===== src/rtl/riscv_pkg.sv =====
// Shared fetch-side definitions: NOP encoding, default memory depth and the fetch state enum.
package riscv_pkg;
   localparam logic [31:0] INST_NOP          = 32'h0000_0013;
   localparam int unsigned MEM_DEPTH_DEFAULT = 256;

   typedef enum logic {
      RUN  = 1'b0,
      HALT = 1'b1
   } fetch_state_e;
endpackage


===== src/rtl/fetch_perf_counter.sv =====
// Saturating 32-bit event counter, built only with FETCH_PERF_EN; one cycle to count, sticks at all-ones.
`ifdef FETCH_PERF_EN
module fetch_perf_counter (
   input  logic        i_clock,
   input  logic        i_reset_n,
   input  logic        i_inc,
   output logic [31:0] o_count
);
   logic [31:0] r_count;

   always_ff @(posedge i_clock or negedge i_reset_n) begin
      if (!i_reset_n) begin
         r_count <= 32'd0;
      end else if (i_inc && (r_count != 32'hFFFF_FFFF)) begin
         r_count <= r_count + 32'd1;
      end
   end

   assign o_count = r_count;
endmodule
`endif


===== src/rtl/fetch_stage.sv =====
// Instruction fetch with IF/ID register: one-cycle latency, holds on !out_ready, halts on an all-zero word.
// Redirects flush and win in any state. FETCH_PERF_EN adds saturating fetch/stall counters.
module fetch_stage
   import riscv_pkg::*;
#(
   parameter logic [31:0] RESET_PC  = 32'd0,
   parameter int unsigned MEM_DEPTH = MEM_DEPTH_DEFAULT
) (
   input  logic        clock,
   input  logic        reset_n,
   output logic [31:0] pc,
   input  logic [31:0] mem_inst,
   input  logic        redirect_valid,
   input  logic [31:0] redirect_pc,
   output logic        out_valid,
   input  logic        out_ready,
   output logic [31:0] out_inst,
   output logic [31:0] out_pc,
   output logic        halted,
`ifdef FETCH_PERF_EN
   output logic [31:0] perf_fetch_count,
   output logic [31:0] perf_stall_count,
`endif
   input  logic        resume
);
   // Word-index wrap mask; upper pc bits stay zero because every pc write goes through it.
   localparam logic [31:0] PC_MASK = 32'(MEM_DEPTH - 1);

   fetch_state_e r_state;
   fetch_state_e w_state_nxt;
   logic [31:0]  r_pc;
   logic         r_out_valid;
   logic [31:0]  r_out_inst;
   logic [31:0]  r_out_pc;
   logic         w_load;
   logic         w_fetch;
   logic         w_empty_word;

   assign w_empty_word = (mem_inst == 32'h0);
   assign w_load       = (r_state == RUN) && (!r_out_valid || out_ready);
   assign w_fetch      = w_load && !redirect_valid && !w_empty_word;

   always_ff @(posedge clock or negedge reset_n) begin
      if (!reset_n) begin
         r_state <= RUN;
      end else begin
         r_state <= w_state_nxt;
      end
   end

   always_comb begin
      w_state_nxt = r_state;
      if (redirect_valid) begin
         w_state_nxt = RUN;
      end else if (r_state == HALT) begin
         if (resume) begin
            w_state_nxt = RUN;
         end
      end else if (w_load && w_empty_word) begin
         w_state_nxt = HALT;
      end
   end

   always_ff @(posedge clock or negedge reset_n) begin
      if (!reset_n) begin
         r_pc        <= RESET_PC & PC_MASK;
         r_out_valid <= 1'b0;
         r_out_inst  <= INST_NOP;
         r_out_pc    <= 32'd0;
      end else if (redirect_valid) begin
         r_pc        <= redirect_pc & PC_MASK;
         r_out_valid <= 1'b0;
      end else if (w_fetch) begin
         r_out_inst  <= mem_inst;
         r_out_pc    <= r_pc;
         r_out_valid <= 1'b1;
         r_pc        <= (r_pc + 32'd1) & PC_MASK;
      end else if (w_load) begin
         // Empty word: drop it and keep pc so resume retries the same index.
         r_out_valid <= 1'b0;
      end
   end

   assign pc        = r_pc;
   assign out_valid = r_out_valid;
   assign out_inst  = r_out_inst;
   assign out_pc    = r_out_pc;
   assign halted    = (r_state == HALT);

`ifdef FETCH_PERF_EN
   logic w_stall;
   assign w_stall = r_out_valid && !out_ready && !redirect_valid;

   fetch_perf_counter u_fetch_cnt (
      .i_clock   (clock),
      .i_reset_n (reset_n),
      .i_inc     (w_fetch),
      .o_count   (perf_fetch_count)
   );

   fetch_perf_counter u_stall_cnt (
      .i_clock   (clock),
      .i_reset_n (reset_n),
      .i_inc     (w_stall),
      .o_count   (perf_stall_count)
   );
`endif
endmodule


===== config.mk =====
export PLATFORM = sky130hd
export DESIGN_NAME = fetch_stage
export DESIGN_NICKNAME = d
export VERILOG_FILES = /design/src/rtl/riscv_pkg.sv /design/src/rtl/fetch_perf_counter.sv /design/src/rtl/fetch_stage.sv
export SDC_FILE = /design/constraint.sdc
export NUM_CORES = 1
export LEC_CHECK = 0
export BUFFER_PORTS_ARGS = -buffer_cell sky130_fd_sc_hd__buf_4
export CORE_MARGIN = 2
export CORE_UTILIZATION = 44
export CTS_BUF_LIST = sky130_fd_sc_hd__clkbuf_4 sky130_fd_sc_hd__clkbuf_8
export DETAILED_ROUTE_END_ITERATION = 16
export GPL_ROUTABILITY_DRIVEN = 0
export PLACE_DENSITY = 0.95
export RECOVER_POWER = 50
export SKIP_LAST_GASP = 1
export SYNTH_ARGS = -nofsm -noshare
export SYNTH_HDL_FRONTEND = slang
export SYNTH_SLANG_ARGS = --single-unit

===== constraint.sdc =====
create_clock -name clock -period 1.7 [get_ports clock]
set_input_delay 0.51 -clock clock [delete_from_list [all_inputs] [get_ports clock]]
set_output_delay 0.51 -clock clock [all_outputs]
set_load 0.01 [all_outputs]

---- Word level (Yosys, flattened, before mapping) ----
Cells that the tools add are included.
Widths: inputs -> output; s select.
storage, ports and cells
  register bits after elaboration ......... 98
  bits of input ports ..................... 69
  word-level logic and storage cells ...... 29
  output and inout bits ................... 98
operators by class
  reductions and logical operators ........ 12
  $add $sub $neg .......................... 1
  muxes and demuxes ....................... 9
  bitwise operators ....................... 2
operators with widths
  cell                 number
  $mux 32              2
  $logic_not 32->1     1
  $add 8x1->8 const B  1
  $mux 1               7
  $logic_and 1x1->1    4
  $logic_not 1->1      3
  $reduce_bool 3->1    1
  $not 1->1            2
  $reduce_and 2->1     1
  $reduce_bool 2->1    1
  $logic_or 1x1->1     1

---- Longest topological paths before layout ----
  depth after elaboration ................. 7
  mapped depth ............................ 7
  gate-level depth less buffers ........... 5

---- Worst setup path after synthesis ----
No wires, ideal clock.
  path kind ............................... input -> register
  start ................................... input port mem_inst[18]
  end ..................................... register r_out_inst[25] (netlist: out_inst[25])
  stages on the path ...................... 6
  setup slack ............................. -170 ps
  setup time .............................. 125 ps
  data arrival time ....................... 1745 ps
  cells stage by stage .................... nor4_2 -> nand4_1 -> o21ai_2 -> buf_4 -> buf_6 -> mux2_2
between the ends
  cells in the longest elaborated chain, start to end .. 4
ends and longest elaborated chain
  what                        RTL line           RTL
  start: declaration          fetch_stage.sv:12  input logic [31:0] mem_inst,
  $logic_not 32->1            fetch_stage.sv:39  assign w_empty_word = (mem_inst == 32'h0);
  $logic_not 1->1             fetch_stage.sv:41  assign w_fetch = w_load && !redirect_valid && !w_empty_word;
  $logic_and 1x1->1           fetch_stage.sv:41
  $reduce_and 2->1 (no line)  -
  end signal: assignment      fetch_stage.sv:74  r_out_inst <= mem_inst;
  end: declaration            fetch_stage.sv:33  logic [31:0] r_out_inst;
No other way between the ends.
A chain may end at the register's enable or synchronous reset.

---- Worst setup path in the final report ----
  start ................................... input port mem_inst[30]
  end ..................................... register r_out_inst[24] (netlist: out_inst[24])
The elaborated chain is that of the path after synthesis.

==> summary.md <==
| Metric | Value |
|---|---|
| Worst reg-to-reg path cell count | 8 |
| WL/cell | roughly 16 um |
| Power Dens Cells | ~840 mW/mm2 |
| Post-synth top area share | 0.4585 |
| Sequential share of power | 0.469 |
| Leakage power | around 1.8 nW |
| Starting DRT DRC Count | between 90 and 100 |
| Tcrit/Tclk final | 1.112 |
| Via density | just under 5 |
| Net Sw Frac | 0.2951 |
| Max VDD drop | roughly 0.6 mV |
| Worst Max-Slew Pin Slew | between 1 and 1.5 ns |
| IO Port Bufs | between 90 and 100 |
| Global-route wire length before repair | approximately 9500 um |
| Final std cell area, no fill | 0.003755 mm2 |
| Die height | approximately 80 um |
| Pin count of the biggest net entering global routing | 51 |
| Unrepaired setup endpoints after global routing | true |
| Crit-path max FO | 6 |
| Sequential Area | ~0.0013 mm2 |
| Post-Place Cell Area | between 0.003 and 0.004 mm2 |
| H-tree depth | 2 |
| Final HPWL DP | roughly 4300 um |
| Reg2reg setup slack | -0.10 ns |
| Critical path endpoint | out_inst[24]$_DFFE_PN0P_ |
| Net Sw Power | 0.0009277 W |
| Number of synthesized register bits | 50 |
| Core box area | around 0.0056 mm2 |
| Kind of end point of the critical path | register |
| CTS Sinks | 50 |
| Initial antenna violation count | 0 |
| Sequential cell area fraction in the yosys report | 0.4893 |
| Setup crit start | mem_inst[30] |
| Failing checks | setup timing |
| Fillers | roughly 430 |
| Worst path slowest cell | mux2_2 |
| Layout cells sized above 1 | 0.5552 |
| Hold path cells | 3 |
| Hold Path Class | in -> reg |
| Fmax | around 0.53 GHz |
| Synth area leader | dfrtp_1 |
| # IOs | about 170 |
| # diodes | 0 |
| Commonest non-fill, non-tap cell in the layout | buf_4 |
| Pre-antenna DRT Iters | 5 |
| RR Startpoint | out_valid$_DFFE_PN0P_ |
| Clock Power Share | 0.232 |
| Hold-fix buffers at CTS | 0 |
| Worst Skew | roughly 0.0094 ns |
| Relative slew slack | 0.1707 |
| DRC violations left | 0 |
| Critical Path Max Stage Delay | approximately 0.32 ns |
| CP required | 1.90 ns |
| Initial Utilization | 0.4602 |
| Rows | 27 |
| Syn avg cell area | about 12 um2 |
| Top cells by area, synth | dfrtp_1, mux2_2, buf_4 |
| Status | finished, violations left |
| Final hold viol count | 0 |
| Synth Instances | 212 |
| Critical Path, Cell by Cell | buf_8 -> nor4_4 -> nand4_1 -> o21ai_4 -> buf_6 -> clkbuf_16 -> mux2_2 |
| Number of global-route vias before repair | around 1900 |
| WS Path Type | in -> reg |
| Die area | between 0.006 and 0.007 mm2 |
| Yosys warns | 0 |
| Multi-input gate area | ~0.0012 mm2 |
| Placed Instances | between 300 and 400 |
| Most frequent cells in the layout | buf_4, conb_1, dfrtp_1 |
| Post-route ant nets | 0 |
| Synthesized cell area | between 0.002 and 0.003 mm2 |
| CP Launch Type | primary input |
| Internal Power | 0.002215 W |
| Cts bufs inserted | 5 |
| Cell variety after synth | 35 |
| Finished Layout Cells | 407 |
| Total Wirelength | approximately 6600 um |
| Final-stage net count | 404 |
| Pins Over Slew Limit | 0 |
| Worst Path Arrival | between 2 and 2.5 ns |
| GR Overflow Total | 0 |
| Area grow syn2layout | 46.39% |
| CTS tree | yes |
| Max Buffers Root-to-Sink | 2 |
| Final setup violating endpoints | 44 |
| Worst r2r dst | pc[2]$_DFFE_PN0P_ |
| Die width | around 80 um |
| Final Worst Setup Slack | -0.1905 ns |
| Vias after detailed routing | 1961 |
| Clk Latency, worst-skew pair | 0.31 ns |
| Reg clk slew, reported paths | approximately 0.090 ns |
| Total GRT Usage | 0.1944 |
| MaxCap Viol Count | 0 |
| Clk root buf | clkbuf_8 |
| Tmin final | 1.890 ns |
| Gate power share | 0.299 |
-- registers in the layout (all words and copies together) (netlist names) --
register and cells:
halted 1, out_inst 32, out_pc 8, out_valid 1, pc 8
-- worst max-delay path, delay by kind of cell --
| kind | cells | cell delay, ns |
|---|---|---|
| muxes | 1 | 0.32 |
| buffers and inverters | 3 | 0.42 |
| AOI/OAI and AO/OA | 1 | 0.29 |
| and+or+nand+nor | 2 | 0.54 |
-- worst min path at each step --
stage                                   startpoint                        to  slack (ns)
final                               redirect_pc[4]         pc[4]$_DFFE_PN0P_        0.42
after global routing                  mem_inst[25]  out_inst[25]$_DFFE_PN0P_        0.43
after CTS                                  reset_n     out_pc[3]$_DFFE_PN0P_        0.23
after detailed placement  out_inst[24]$_DFFE_PN0P_  out_inst[24]$_DFFE_PN0P_        0.49
after global placement    out_inst[14]$_DFFE_PN0P_  out_inst[14]$_DFFE_PN0P_        0.49
after floorplan                            reset_n          halted$_DFF_PN0_        0.21
-- metal layers --
| metal | routed length (um) | GRT usage |
|---|---|---|
| met4 | 87 | 0.06610 |
| met2 | 3353 | 0.3275 |
| met1 | 2704 | 0.2414 |
| met3 | 442 | 0.05056 |
| met5 | 0 | 0 |
-- per-stage QoR --
stage / setup TNS (ns) / util / setup WS, ns / hold slack [ns] / total power (W)
after floorplan: -4.340 / - / -0.1395 / 0.2144 / 0.001953
after global routing: -8.079 / 0.6736 / -0.2243 / 0.4304 / 0.003306
after detailed placement: -20.68 / 0.6022 / -0.4953 / 0.4942 / 0.002335
after CTS: -2.958 / 0.6514 / -0.1012 / 0.2301 / 0.003108
after global placement: -19.89 / 0.6022 / -0.4745 / 0.4892 / 0.002299
final: -6.380 / 0.6736 / -0.1905 / 0.4250 / 0.003143
-- synthesized netlist by cell type --
cell and instances:
nor4_1 1, or3_1 4, and4_4 1, mux2_1 2, ha_1 1, o21ai_0 4
a21o_1 1, nand4_1 4, conb_1 1, a31o_1 1, or4_1 2, buf_6 2
a21oi_1 2, clkbuf_1 1, inv_1 5, o21ai_1 3, dfstp_2 3, a2111oi_2 1
a31oi_1 5, nor2b_1 1, nand3_1 4, nand2b_1 1, o31ai_1 2, buf_2 3
nor2b_2 1, nor3_1 1, xnor2_1 1, nand2_1 4, dfrtp_1 47, and4_1 1
nor2_1 6, mux2_2 38, o21ai_2 1, nor4_2 8, buf_4 49
-- final cells by class --
type | instances | area share
flip-flops and latches | 50 | 0.3342
repair buffers | 123 | 0.2802
multi-input cells | 149 | 0.3312
clock buffers | 6 | 0.02199
clock inverters | 2 | 0.003332
inverters | 5 | 0.004998
well taps | 72 | 0.02399
-- power groups by stage --
stage | sequential, W | clock (W) | combinational, W
after global placement | 0.00148 | 0 | 0.000821
final | 0.00147 | 0.000728 | 0.000941
after floorplan | 0.00155 | 0 | 0.000405
after detailed placement | 0.00149 | 0 | 0.000847
after CTS | 0.00147 | 0.000740 | 0.000900
after global routing | 0.00149 | 0.000798 | 0.00101
-- repair_timing --
action                                 4_1_cts  5_1_grt
pin swaps                                    2        9
endpoints found under the hold margin        0        0
resized for setup                           16       23
cloned                                       3        3
setup endpoints to repair                   44       45
setup buffers                                6        6
-- cells by family (layout without fill, tap and decap cells) --
group	Yosys count	count (layout)	share of synthesized area
AND/OR/NAND/NOR	39	39	0.1073
AO/OA/AOI/OAI	20	20	0.05122
buffers and inverters	60	136	0.1668
XOR/XNOR	1	1	0.003415
other	1	48	0.001462
flip-flops	50	50	0.4893
multiplexers	40	40	0.1756
adder cells (fa/ha/maj)	1	1	0.004877
(Power assumes the default switching activity.)
